$ cat config.mk
export PLATFORM = sky130hd
export DESIGN_NAME = bus_data_sync_flat
export DESIGN_NICKNAME = d
export VERILOG_FILES = /design/src/rtl/bus_data_sync_if.sv /design/src/rtl/bus_data_sync.sv /design/src/flat_wrapper.sv
export SDC_FILE = /design/constraint.sdc
export NUM_CORES = 1
export LEC_CHECK = 0
export ABC_CLOCK_PERIOD_IN_PS = 3250
export CORE_UTILIZATION = 45
export DETAILED_ROUTE_END_ITERATION = 6
export GPL_TIMING_DRIVEN = 0
export MAX_ROUTING_LAYER = met4
export PLACE_DENSITY = 0.83
export SETUP_SLACK_MARGIN = 0.1
export SYNTH_ARGS = -nofsm -noshare
export SYNTH_HDL_FRONTEND = slang
export SYNTH_SLANG_ARGS = --single-unit
$ cat constraint.sdc
create_clock -name CLK -period 3.25 [get_ports CLK]
set_clock_uncertainty 0.1 [all_clocks]
set_input_delay 0.65 -clock CLK [delete_from_list [all_inputs] [get_ports CLK]]
set_output_delay 0.65 -clock CLK [all_outputs]
set_load 0.01 [all_outputs]
$ cat src/rtl/bus_data_sync_if.sv
// Signal bundle between a foreign-domain bus source and the CLK-domain capture block.
// The source has no ready. It holds unsync_bus stable and raises the bus_enable level.
// The sink answers with a one-cycle enable_pulse in its own clock domain once it has
// captured the bus into sync_bus. bus_enable may then fall.
interface bus_data_sync_if #(
  parameter int BUS_WIDTH = 8,
  parameter int CNT_WIDTH = 8
);
  logic [BUS_WIDTH-1:0] unsync_bus;
  logic                 bus_enable;
  logic [BUS_WIDTH-1:0] sync_bus;
  logic                 enable_pulse;
  logic [CNT_WIDTH-1:0] xfer_count;

  modport master (
    output unsync_bus, bus_enable,
    input  sync_bus, enable_pulse, xfer_count
  );

  modport slave (
    input  unsync_bus, bus_enable,
    output sync_bus, enable_pulse, xfer_count
  );
endinterface

$ cat src/rtl/bus_data_sync.sv
// Moves a multi-bit bus into the CLK domain. Only the enable qualifier is synchronized.
// The bus is sampled once the rising edge of the synchronized enable is seen.
module bus_data_sync #(
  parameter int NUM_STAGES = 2,
  parameter int BUS_WIDTH  = 8,
  parameter int CNT_WIDTH  = 8
) (
  input logic            CLK,
  input logic            RST,
  bus_data_sync_if.slave bus
);

  logic [NUM_STAGES-1:0] en_sync;
  logic                  pulse_ff;
  logic                  sync_en;
  logic                  p;
  logic [BUS_WIDTH-1:0]  sync_bus_q;
  logic                  enable_pulse_q;
  logic [CNT_WIDTH-1:0]  xfer_count_q;

  assign sync_en = en_sync[NUM_STAGES-1];
  // The bus is stable by contract when the synchronized enable first rises, so sample it then.
  assign p       = sync_en & ~pulse_ff;

  always_ff @(posedge CLK or negedge RST) begin
    if (!RST) begin
      en_sync  <= '0;
      pulse_ff <= 1'b0;
    end else begin
      en_sync  <= {en_sync[NUM_STAGES-2:0], bus.bus_enable};
      pulse_ff <= sync_en;
    end
  end

  always_ff @(posedge CLK or negedge RST) begin
    if (!RST) begin
      sync_bus_q     <= '0;
      enable_pulse_q <= 1'b0;
      xfer_count_q   <= '0;
    end else begin
      enable_pulse_q <= p;
      if (p) begin
        sync_bus_q <= bus.unsync_bus;
        if (xfer_count_q != '1) begin
          xfer_count_q <= xfer_count_q + 1'b1;
        end
      end
    end
  end

  assign bus.sync_bus     = sync_bus_q;
  assign bus.enable_pulse = enable_pulse_q;
  assign bus.xfer_count   = xfer_count_q;

endmodule
$ cat src/flat_wrapper.sv
// flat-port wrapper written by rule: the top's interface ports become plain ports
module bus_data_sync_flat 
#(
  parameter int NUM_STAGES = 2,
  parameter int BUS_WIDTH  = 8,
  parameter int CNT_WIDTH  = 8
)
  (CLK, RST, bus_unsync_bus, bus_bus_enable, bus_sync_bus, bus_enable_pulse, bus_xfer_count);
  bus_data_sync_if #(.BUS_WIDTH(BUS_WIDTH), .CNT_WIDTH(CNT_WIDTH)) bus_i ();
  input logic CLK;
  input logic RST;
  input wire logic [$bits(bus_i.unsync_bus)-1:0] bus_unsync_bus;
  input wire logic [$bits(bus_i.bus_enable)-1:0] bus_bus_enable;
  output wire logic [$bits(bus_i.sync_bus)-1:0] bus_sync_bus;
  output wire logic [$bits(bus_i.enable_pulse)-1:0] bus_enable_pulse;
  output wire logic [$bits(bus_i.xfer_count)-1:0] bus_xfer_count;
  assign bus_i.unsync_bus = bus_unsync_bus;
  assign bus_i.bus_enable = bus_bus_enable;
  assign bus_sync_bus = bus_i.sync_bus;
  assign bus_enable_pulse = bus_i.enable_pulse;
  assign bus_xfer_count = bus_i.xfer_count;
  bus_data_sync #(.NUM_STAGES(NUM_STAGES), .BUS_WIDTH(BUS_WIDTH), .CNT_WIDTH(CNT_WIDTH)) u_core (.CLK(CLK), .RST(RST), .bus(bus_i));
endmodule
==> flow_summary.yaml, run 1 <==
floorplan:
  die_w_um: 43.7
  core_area_mm2: 0.00156
  io_pins: 28
  num_rows: 14
  start_util_pct: 50.1
  dieArea_mm2: 0.00191
  die_y_um: 43.7
layout:
  fin_area_mm2: 0.00111
  num-fill-cells: 112
  layout.area.seq_um2: 500
  instances_no_fill: 104
  post-route-util_pct: 71.0
  drive_gt1_share_pct: 6.82
  final_nets: 101
  diodes: 0
  multi_input_area_um2: 275
  syn_to_final_growth_pct: 41.8
clock_tree:
  cts_buffers: 3
  post_cts_buffers: 0
  cts_tree: "done"
  clock-root-buffer: "clkbuf_4"
  clockBufferDepth: 2
  path_clk_slew_ns: 0.10
  ctsHtreeMaxLevel: 1
  cts_resized: 0
  cts_sinks: 20
  hold_buffers: 0
  insertion_delay_ns: 0.28
sta:
  setup_tns_ns: 0
  fin_ws_ns: 1.19
  worstMarginPinSlew_ns: 0.835
  fin_crit_sh_pct: 63.4
  fin_crit_ns: 2.06
  holdWs_ns: 0.271
  final-setup-viol-count: 0
  rsz0062_at_grt: "false"
  drv_slew: 0
  fmax_mhz: 485
  hold_viol: 0
  slew_headroom_pct: 44.2
power_and_ir_drop:
  p_leak_nw: 0.486
  intPower_mw: 0.505
  vdd_drop_max_mv: 0.390
  seqPwrFrac_pct: 50.5
  p_sw_mw: 0.207
  p_clk_share_pct: 19.2
  power_mw: 0.712
  p_per_area_mw_per_mm2: 643
  power_frac_comb_pct: 30.4
  p_sw_share_pct: 29.0
min_path:
  hp-class: "flip-flop to flip-flop"
global_routing:
  gr-total-overflow: 0
  grt_pass1_wl_um: 2290
  grt_usage_pct: 17.1
  antenna_found_initial: 0
  grt_pass1_vias: 522
  grt_max_degree: 21
synth:
  ys_ff_latch: 20
  syn_avg_cell_area_um2: 13.7
  ys.flop_type: "dfrtp_1"
  synth.distinct_cells: 19
  syn_area_um2: 781
  postSynthCellCount: 57
  syn_nets: 69
  yosysSeqAreaShare_pct: 64.1
  async_reset_ff_share_pct: 100
  synth-edff-count: 0
  yosysWarnings: 0
status:
  violations: "design-rule violations"
  status: "finished, violations left"
critical_path:
  crit_buf_inv: 1
  slowest_stage: "clkdlybuf4s50_1"
  crit_type: "flip-flop to output port"
  slowest_delay_ns: 0.57
  crit_family: "buffers and inverters"
  crit_fanout: 7
  end_kind: "output port"
  arrival_ns: 1.31
  startpoint_type: "flip-flop"
  path_cells: "clkdlybuf4s50_1"
  worstPathRequired_ns: 2.50
routing:
  final_antenna_net_count: 0
  drc: 2
  via_per_inst: 5.18
  vias: 539
  drtIter0Drc: 10
  drt_wl_total_um: 1350
  first_pass_iters: 6
  wl_per_cell_um: 13.0
place:
  dpl.cell_count: 100
  gp_congestion: 0.785
  dp_slack_ns: 1.38
  place_area_mm2: 0.00107
  dp_hpwl_um: 1070
  port_buffers: 27
flow_run:
  cap_violations: 0
## routing by layer
layer	part of all wire [%]	global-route usage, %
met1	44	21.3
met2	50	27.5
met3	4.1	2.50
met4	1.3	7.50
met5	0	-
## cell families (layout without fill, tap and decap cells)
logic type / count (synthesis) / count (layout) / synth area share (%)
muxes: 10 / 10 / 14.9
adders and majority gates: 1 / 1 / 1.60
DFF: 20 / 20 / 64.1
and+or+nand+nor: 16 / 16 / 11.1
buffers and inverters: 1 / 32 / 0.640
xor gates and xnor gates: 4 / 4 / 4.49
AOI/OAI and AO/OA: 5 / 5 / 3.20
## flip-flops by register name, indices dropped and copies added (netlist names)
register                 count
u_core.pulse_ff              1
u_core.bus.sync_bus          8
u_core.bus.xfer_count        8
u_core.en_sync               2
u_core.bus.enable_pulse      1
## power groups by stage
stage | clock network [mW] | registers, mW | logic, mW
5_1_grt | 0.150 | 0.368 | 0.235
3_5_place_dp | 0 | 0.365 | 0.219
2_1_floorplan | 0 | 0.381 | 0.0596
4_1_cts | 0.141 | 0.360 | 0.220
6_report | 0.136 | 0.359 | 0.216
3_3_place_gp | 0 | 0.361 | 0.213
## final cells by class
cell class | instances | area share, %
buffer | 1 | 0.452
timing repair buffer | 27 | 24.4
clock buffer | 4 | 3.28
sequential | 20 | 45.2
multi-input combinational | 36 | 24.9
tap | 16 | 1.81
## cell usage after synthesis (2+ instances only)
library cell,number,area (µm²)
nand4_1,2,12.5
a21oi_1,4,20.0
xor2_1,3,26.3
nor2_1,3,11.3
mux2_1,9,101
dfrtp_1,20,500
nand2_1,4,15.0
## worst reg2reg max path: cells and delay by family, from the launching register on
kind	cells	cell delay [ns]
fa+ha+maj	1	0.24
flops	1	0.43
mux	1	0.29
simple gates	3	0.49
## layout by cell type, fill, tap and decap left out
cell	Yosys	routed
a21oi_1	4	4
and3_1	1	1
and4_1	1	1
and4b_1	1	1
buf_2	1	1
clkbuf_4	0	3
clkbuf_8	0	1
clkdlybuf4s50_1	0	27
dfrtp_1	20	20
ha_1	1	1
mux2_1	9	9
mux2_4	1	1
nand2_1	4	4
nand2b_1	1	1
nand3_1	1	1
nand4_1	2	2
nor2_1	3	3
nor2b_1	1	1
nor3_1	1	1
o21ai_1	1	1
xnor2_1	1	1
xor2_1	3	3
## worst paths after layout
check	start	endpoint	slack [ns]	cells after the start
setup / recovery	u_core.bus.xfer_count[3]$_DFFE_PN0P_	bus_xfer_count[3]	1.19	1
hold / removal	u_core.en_sync[0]$_DFF_PN0_	u_core.en_sync[1]$_DFF_PN0_	0.27	0
setup reg to reg	u_core.bus.xfer_count[0]$_DFFE_PN0P_	u_core.bus.xfer_count[6]$_DFFE_PN0P_	1.59	5
hold reg to reg	u_core.en_sync[0]$_DFF_PN0_	u_core.en_sync[1]$_DFF_PN0_	0.27	0
max in group asynchronous	RST	u_core.bus.xfer_count[5]$_DFFE_PN0P_	1.80	1
min in group asynchronous	RST	u_core.bus.sync_bus[3]$_DFFE_PN0P_	0.73	1
Note: power is estimated with default switching activity, not from simulation.
==> run 2, diff against run 1 <==
--- a/config.mk
+++ b/config.mk
@@ -5,12 +5,12 @@
 export SDC_FILE = /design/constraint.sdc
 export NUM_CORES = 1
 export LEC_CHECK = 0
-export ABC_CLOCK_PERIOD_IN_PS = 3250
-export CORE_UTILIZATION = 45
+export ABC_CLOCK_PERIOD_IN_PS = 1910
+export CORE_UTILIZATION = 42
 export DETAILED_ROUTE_END_ITERATION = 6
 export GPL_TIMING_DRIVEN = 0
 export MAX_ROUTING_LAYER = met4
-export PLACE_DENSITY = 0.83
+export PLACE_DENSITY = 0.79
 export SETUP_SLACK_MARGIN = 0.1
 export SYNTH_ARGS = -nofsm -noshare
 export SYNTH_HDL_FRONTEND = slang
==> constraint.sdc (replaced) <==
create_clock -name CLK -period 1.91 [get_ports CLK]
set_clock_uncertainty 0.1 [all_clocks]
set_input_delay 0.382 -clock CLK [delete_from_list [all_inputs] [get_ports CLK]]
set_output_delay 0.382 -clock CLK [all_outputs]
set_load 0.01 [all_outputs]
==> run 2 against run 1 <==
The run now ends clean. Core utilization down 3.1 points. Critical path type unchanged. Via count up 8.9%. Total power up 84%. Sequential power grew 59%. Combinational power is 130% higher. Setup slack worse by 1.0 ns. Largest power group unchanged. Clock-buffer cell count unchanged. First-iteration DRC count shrank 20%.
==> flow_summary.yaml, run 2 (same netlist as run 1, synthesis figures left out) <==
layout:
  num-fill-cells: 140
  drive_gt1_share_pct: 14.7
  fin_area_mm2: 0.00117
  diodes: 0
  mostFrequentLayoutCells: "clkdlybuf4s50_1 (27), dfrtp_1 (19), mux2_1 (9)"
  mostFrequentLayoutCell: "clkdlybuf4s50_1"
  syn_to_final_growth_pct: 50.2
  post-route-util_pct: 67.9
  final_nets: 108
critical_path:
  crit_type: "flip-flop to output port"
  crit_buf_inv: 1
  r2r_slack_ns: 0.25
  path_cells: "clkdlybuf4s50_1"
  crit_family: "buffers and inverters"
  arrival_ns: 1.27
  end_kind: "output port"
  startpoint_type: "flip-flop"
  r2r-start: "u_core.bus.xfer_count[1]$_DFFE_PN0P_"
  worstPathRequired_ns: 1.43
  slowest_stage: "clkdlybuf4s50_1"
  crit_fanout: 4
  slowest_delay_ns: 0.56
  reg2reg_to: "u_core.bus.xfer_count[6]$_DFFE_PN0P_"
  reg2reg_depth: 5
global_routing:
  grt_pass1_wl_um: 2350
  grt_max_degree: 21
  antenna_found_initial: 0
  grt_pass1_vias: 539
  grt_usage_pct: 17.3
  gr-total-overflow: 0
sta:
  rsz0062_at_grt: "false"
  fmax_mhz: 572
  hold_viol: 0
  final-setup-viol-count: 0
  drv_slew: 0
  setup_tns_ns: 0
  worstMarginPinSlew_ns: 0.856
  fin_crit_ns: 1.75
  slew_headroom_pct: 42.8
  fin_crit_sh_pct: 91.5
flow_run:
  cap_violations: 0
clock_tree:
  cts_tree: "done"
  cts_buffers: 3
  clockBufferDepth: 2
  hold_buffers: 0
  ctsHtreeMaxLevel: 1
  cts_sinks: 20
  path_clk_slew_ns: 0.11
  clock-root-buffer: "clkbuf_4"
  insertion_delay_ns: 0.30
routing:
  wl_per_cell_um: 12.3
  first_pass_iters: 4
  vias: 587
  via_per_inst: 4.89
  drc: 0
  drt_wl_total_um: 1470
  drtIter0Drc: 8
  final_antenna_net_count: 0
power_and_ir_drop:
  power_mw: 1.31
  p_sw_mw: 0.385
  p_sw_share_pct: 29.4
  p_leak_nw: 0.521
  seqPwrFrac_pct: 43.5
  p_clk_share_pct: 18.9
  power_frac_comb_pct: 37.6
  intPower_mw: 0.926
  p_per_area_mw_per_mm2: 1120
  vdd_drop_max_mv: 0.645
min_path:
  worstHoldStart: "u_core.en_sync[0]$_DFF_PN0_"
  min_to: "u_core.en_sync[1]$_DFF_PN0_"
  hp-class: "flip-flop to flip-flop"
  holdPathStages: 0
floorplan:
  num_rows: 15
  core_area_mm2: 0.00173
  io_pins: 28
  die_y_um: 45.1
  start_util_pct: 45.2
  dieArea_mm2: 0.00204
  die_w_um: 45.1
place:
  dp_hpwl_um: 1060
  gp_congestion: 0.779
  place_area_mm2: 0.00108
  port_buffers: 27
status:
  status: "finished, final reports clean"
==> run 2: how the worst max path moves through the flow <==
stage	from	endpoint	slack, ns	cells past startpoint
2_1_floorplan	u_core.bus.xfer_count[0]$_DFFE_PN0P_	u_core.bus.xfer_count[6]$_DFFE_PN0P_	0.28	5
3_3_place_gp	u_core.bus.xfer_count[0]$_DFFE_PN0P_	u_core.bus.xfer_count[6]$_DFFE_PN0P_	0.28	5
3_5_place_dp	u_core.bus.xfer_count[0]$_DFFE_PN0P_	u_core.bus.xfer_count[6]$_DFFE_PN0P_	0.23	5
4_1_cts	u_core.bus.xfer_count[7]$_DFFE_PN0P_	bus_xfer_count[7]	0.11	1
5_1_grt	u_core.bus.xfer_count[1]$_DFFE_PN0P_	bus_xfer_count[1]	0.10	1
6_report	u_core.bus.xfer_count[1]$_DFFE_PN0P_	bus_xfer_count[1]	0.16	1
==> run 2: repair_timing <==
item                       in CTS  in global routing
setup buffers                   1                  6
setup endpoints to repair       2                  6
resized for setup               1                  0
==> run 2: layout make-up <==
class                           instances  area (µm²)  share of cell area [%]
Buffer                                  1        5.00                   0.427
Clock buffer                            4        36.3                    3.09
Multi-Input combinational cell         36         275                    23.5
Sequential cell                        20         502                    42.8
Tap cell                               25        31.3                    2.67
Timing Repair Buffer                   34         323                    27.5
==> run 2: routing by layer <==
metal / vias up / share of wire, % / track usage [%]
li1: 277 / - / -
met1: 290 / 43 / 20.5
met2: 15 / 51 / 26.7
met3: 5 / 2.6 / 2.40
met4: 0 / 3.1 / 12.7
met5: - / 0 / -
==> run 2: power by group through the flow <==
| stage | registers [mW] | logic, mW | clock network [mW] |
|---|---|---|---|
| after floorplan | 0.649 | 0.101 | 0 |
| after global placement | 0.616 | 0.362 | 0 |
| after detailed placement | 0.625 | 0.371 | 0 |
| after CTS | 0.609 | 0.398 | 0.257 |
| after global routing | 0.579 | 0.536 | 0.266 |
| final | 0.570 | 0.493 | 0.247 |
==> run 2: stage by stage <==
| step | hold slack, ns | cells | setup slack (ns) |
|---|---|---|---|
| after floorplan | -0.0136 | 57 | 0.277 |
| after global placement | 0.236 | 109 | 0.275 |
| after detailed placement | 0.239 | 109 | 0.231 |
| after CTS | 0.266 | 114 | 0.108 |
| after global routing | 0.267 | 120 | 0.104 |
| final | 0.262 | 120 | 0.161 |
==> edit: new RTL, settings of run 2 <==
`NUM_STAGES` is set to 2 in 2 places; all go to 4.
--- a/src/rtl/bus_data_sync.sv
+++ b/src/rtl/bus_data_sync.sv
@@ -3,3 +3,3 @@
 module bus_data_sync #(
-  parameter int NUM_STAGES = 2,
+  parameter int NUM_STAGES = 4,
   parameter int BUS_WIDTH  = 8,
--- a/src/flat_wrapper.sv
+++ b/src/flat_wrapper.sv
@@ -3,3 +3,3 @@
 #(
-  parameter int NUM_STAGES = 2,
+  parameter int NUM_STAGES = 4,
   parameter int BUS_WIDTH  = 8,
Behaviour: not the same (a bounded check fails within 4 cycles, from zero or initial values and one cycle with RST low).
==> edit against run 2 <==
- total power shrank 2.1%
- synthesized area grew 6.4%
- non-clock buffer count shrank 1
- setup slack hardly changed
- via count fell by 3.2%
- sequential power increased by 13%
- routed wire length is 2.4% higher
- critical path depth did not move
- global-route usage decreased by 1.1 points
- critical endpoint is now bus_xfer_count[4]
- critical path type unchanged
- fmax hardly changed
- sequential cell count up 2
- final area increased by 2.8%
- core utilization fell by 0.32 points
==> edit: results (changes against run 2) <==
Yosys:
- The register area share after synthesis is 66.3% (+2.2 points).
- In the post-synthesis netlist, the biggest area contributors are sky130_fd_sc_hd__dfrtp_1 (66%), sky130_fd_sc_hd__mux2_1 (12%), sky130_fd_sc_hd__xor2_1 (3.2%).
- The multiplexer share of the synthesized area is 14.0% (-0.90 points).
- In the synthesized netlist, the cells that appear most often are sky130_fd_sc_hd__dfrtp_1 (22), sky130_fd_sc_hd__mux2_1 (9), sky130_fd_sc_hd__a21oi_1 (4), sky130_fd_sc_hd__nand2_1 (4).
- The post-synthesis cell count is 59 (+3.5%).
- The fraction of the mapped netlist area in compound gates is 3.01% (-0.19 points).
- The synthesized-area fraction occupied by xor and xnor cells is 4.22% (-0.27 points).
- The post-synthesis adder-cell area fraction is 1.51% (-0.097 points).
- The net count after synthesis was 71 (+2.9%).

Final layout:
- The post-layout net count is 109 (+0.93%).
- The layout cell share with drive strength beyond 1 is 13.7% (-1.1 points).

Place:
- The detailed placement HPWL is 1.07 mm (+0.53%).
- The placed instance area was 0.00113 mm^2 (+4.6%).
- The setup slack at placement is 0.236 ns (+0.00558 ns).

Power:
- The leakage power is 0.000540 uW (+3.7%).
- The total sequential power is 644 uW (+13%).
- The cell internal power dissipation came to 909 uW (-1.8%).
- The power share of the clock group is 15.4% (-3.5 points).
- The power density over the cells is 1070 mW/mm^2 (-4.7%).
- The worst supply voltage drop on vdd is 0.000652 V (+1.0%).

Route:
- The total via count after detailed routing was 568 (-3.2%).
- The post-detailed-routing wire length is 1.51 mm (+2.4%).
- The count of routing violations after the opening detailed-route iteration was 7 (-1).
- The total met2 wirelength after detailed routing is 740 um (-1.5%).
- The met1 routed wirelength after detailed routing was 688 um (+8.2%).
- The routed length on met3 was 67 um (+72%).

Worst setup path:
- The critical register-to-register path startpoint is u_core.bus.xfer_count[0].
- The source of the critical timing path is u_core.bus.xfer_count[4].
- The most critical setup path has its endpoint at bus_xfer_count[4].

Timing:
- The minimum period implied by the final worst setup slack came to 1.75 ns (+0.000410 ns).
- The relative max-transition margin is 38.8% (-4.0 points).

GRT:
- The wire length of the first global-routing pass is 2.26 mm (-3.5%).
- The met3 track utilization from global routing came to 3.53% (+1.1 points).
- The largest net degree at the start of global routing is 23 (+9.5%).
- The number of global-route vias before repair came to 503 (-6.7%).
- The number of antenna violations at the first check in global routing is 0 (unchanged).
- The total routing usage reported by global routing came to 16.2% (-1.1 points).
- The global routing usage on met1 is 21.1% (+0.61 points).

Clock tree:
- The CTS H-tree depth is 1 (unchanged).
- The clock tree buffer depth is 2 (unchanged).

Status:
- The flow ran to the end, and the final reports show no timing, DRC or antenna violations.
==> edit: worst min path at each step <==
stage               cells past startpoint                       to         startpoint  slack (ns)
finish                                  0        u_core.en_sync[2]  u_core.en_sync[1]        0.26
floorplan                               0  u_core.bus.enable_pulse                RST       -0.01
global route                            0        u_core.en_sync[3]  u_core.en_sync[2]        0.27
detailed placement                      0        u_core.en_sync[3]  u_core.en_sync[2]        0.24
global placement                        0        u_core.en_sync[3]  u_core.en_sync[2]        0.24
CTS                                     0        u_core.en_sync[3]  u_core.en_sync[2]        0.27
==> edit: area by class of cell <==
type	instances	area [um^2]
Tap cell	25	31.3
Sequential cell	22	553
Clock buffer	3	22.5
Buffer	1	5.00
Multi-Input combinational cell	36	275
Fill cell	144	578
Timing Repair Buffer	33	318
==> edit: what timing repair did <==
action	4_1_cts	5_1_grt
gates resized for setup	1	2
setup buffers	0	6
endpoints found under the setup margin	1	8
cloned	0	0
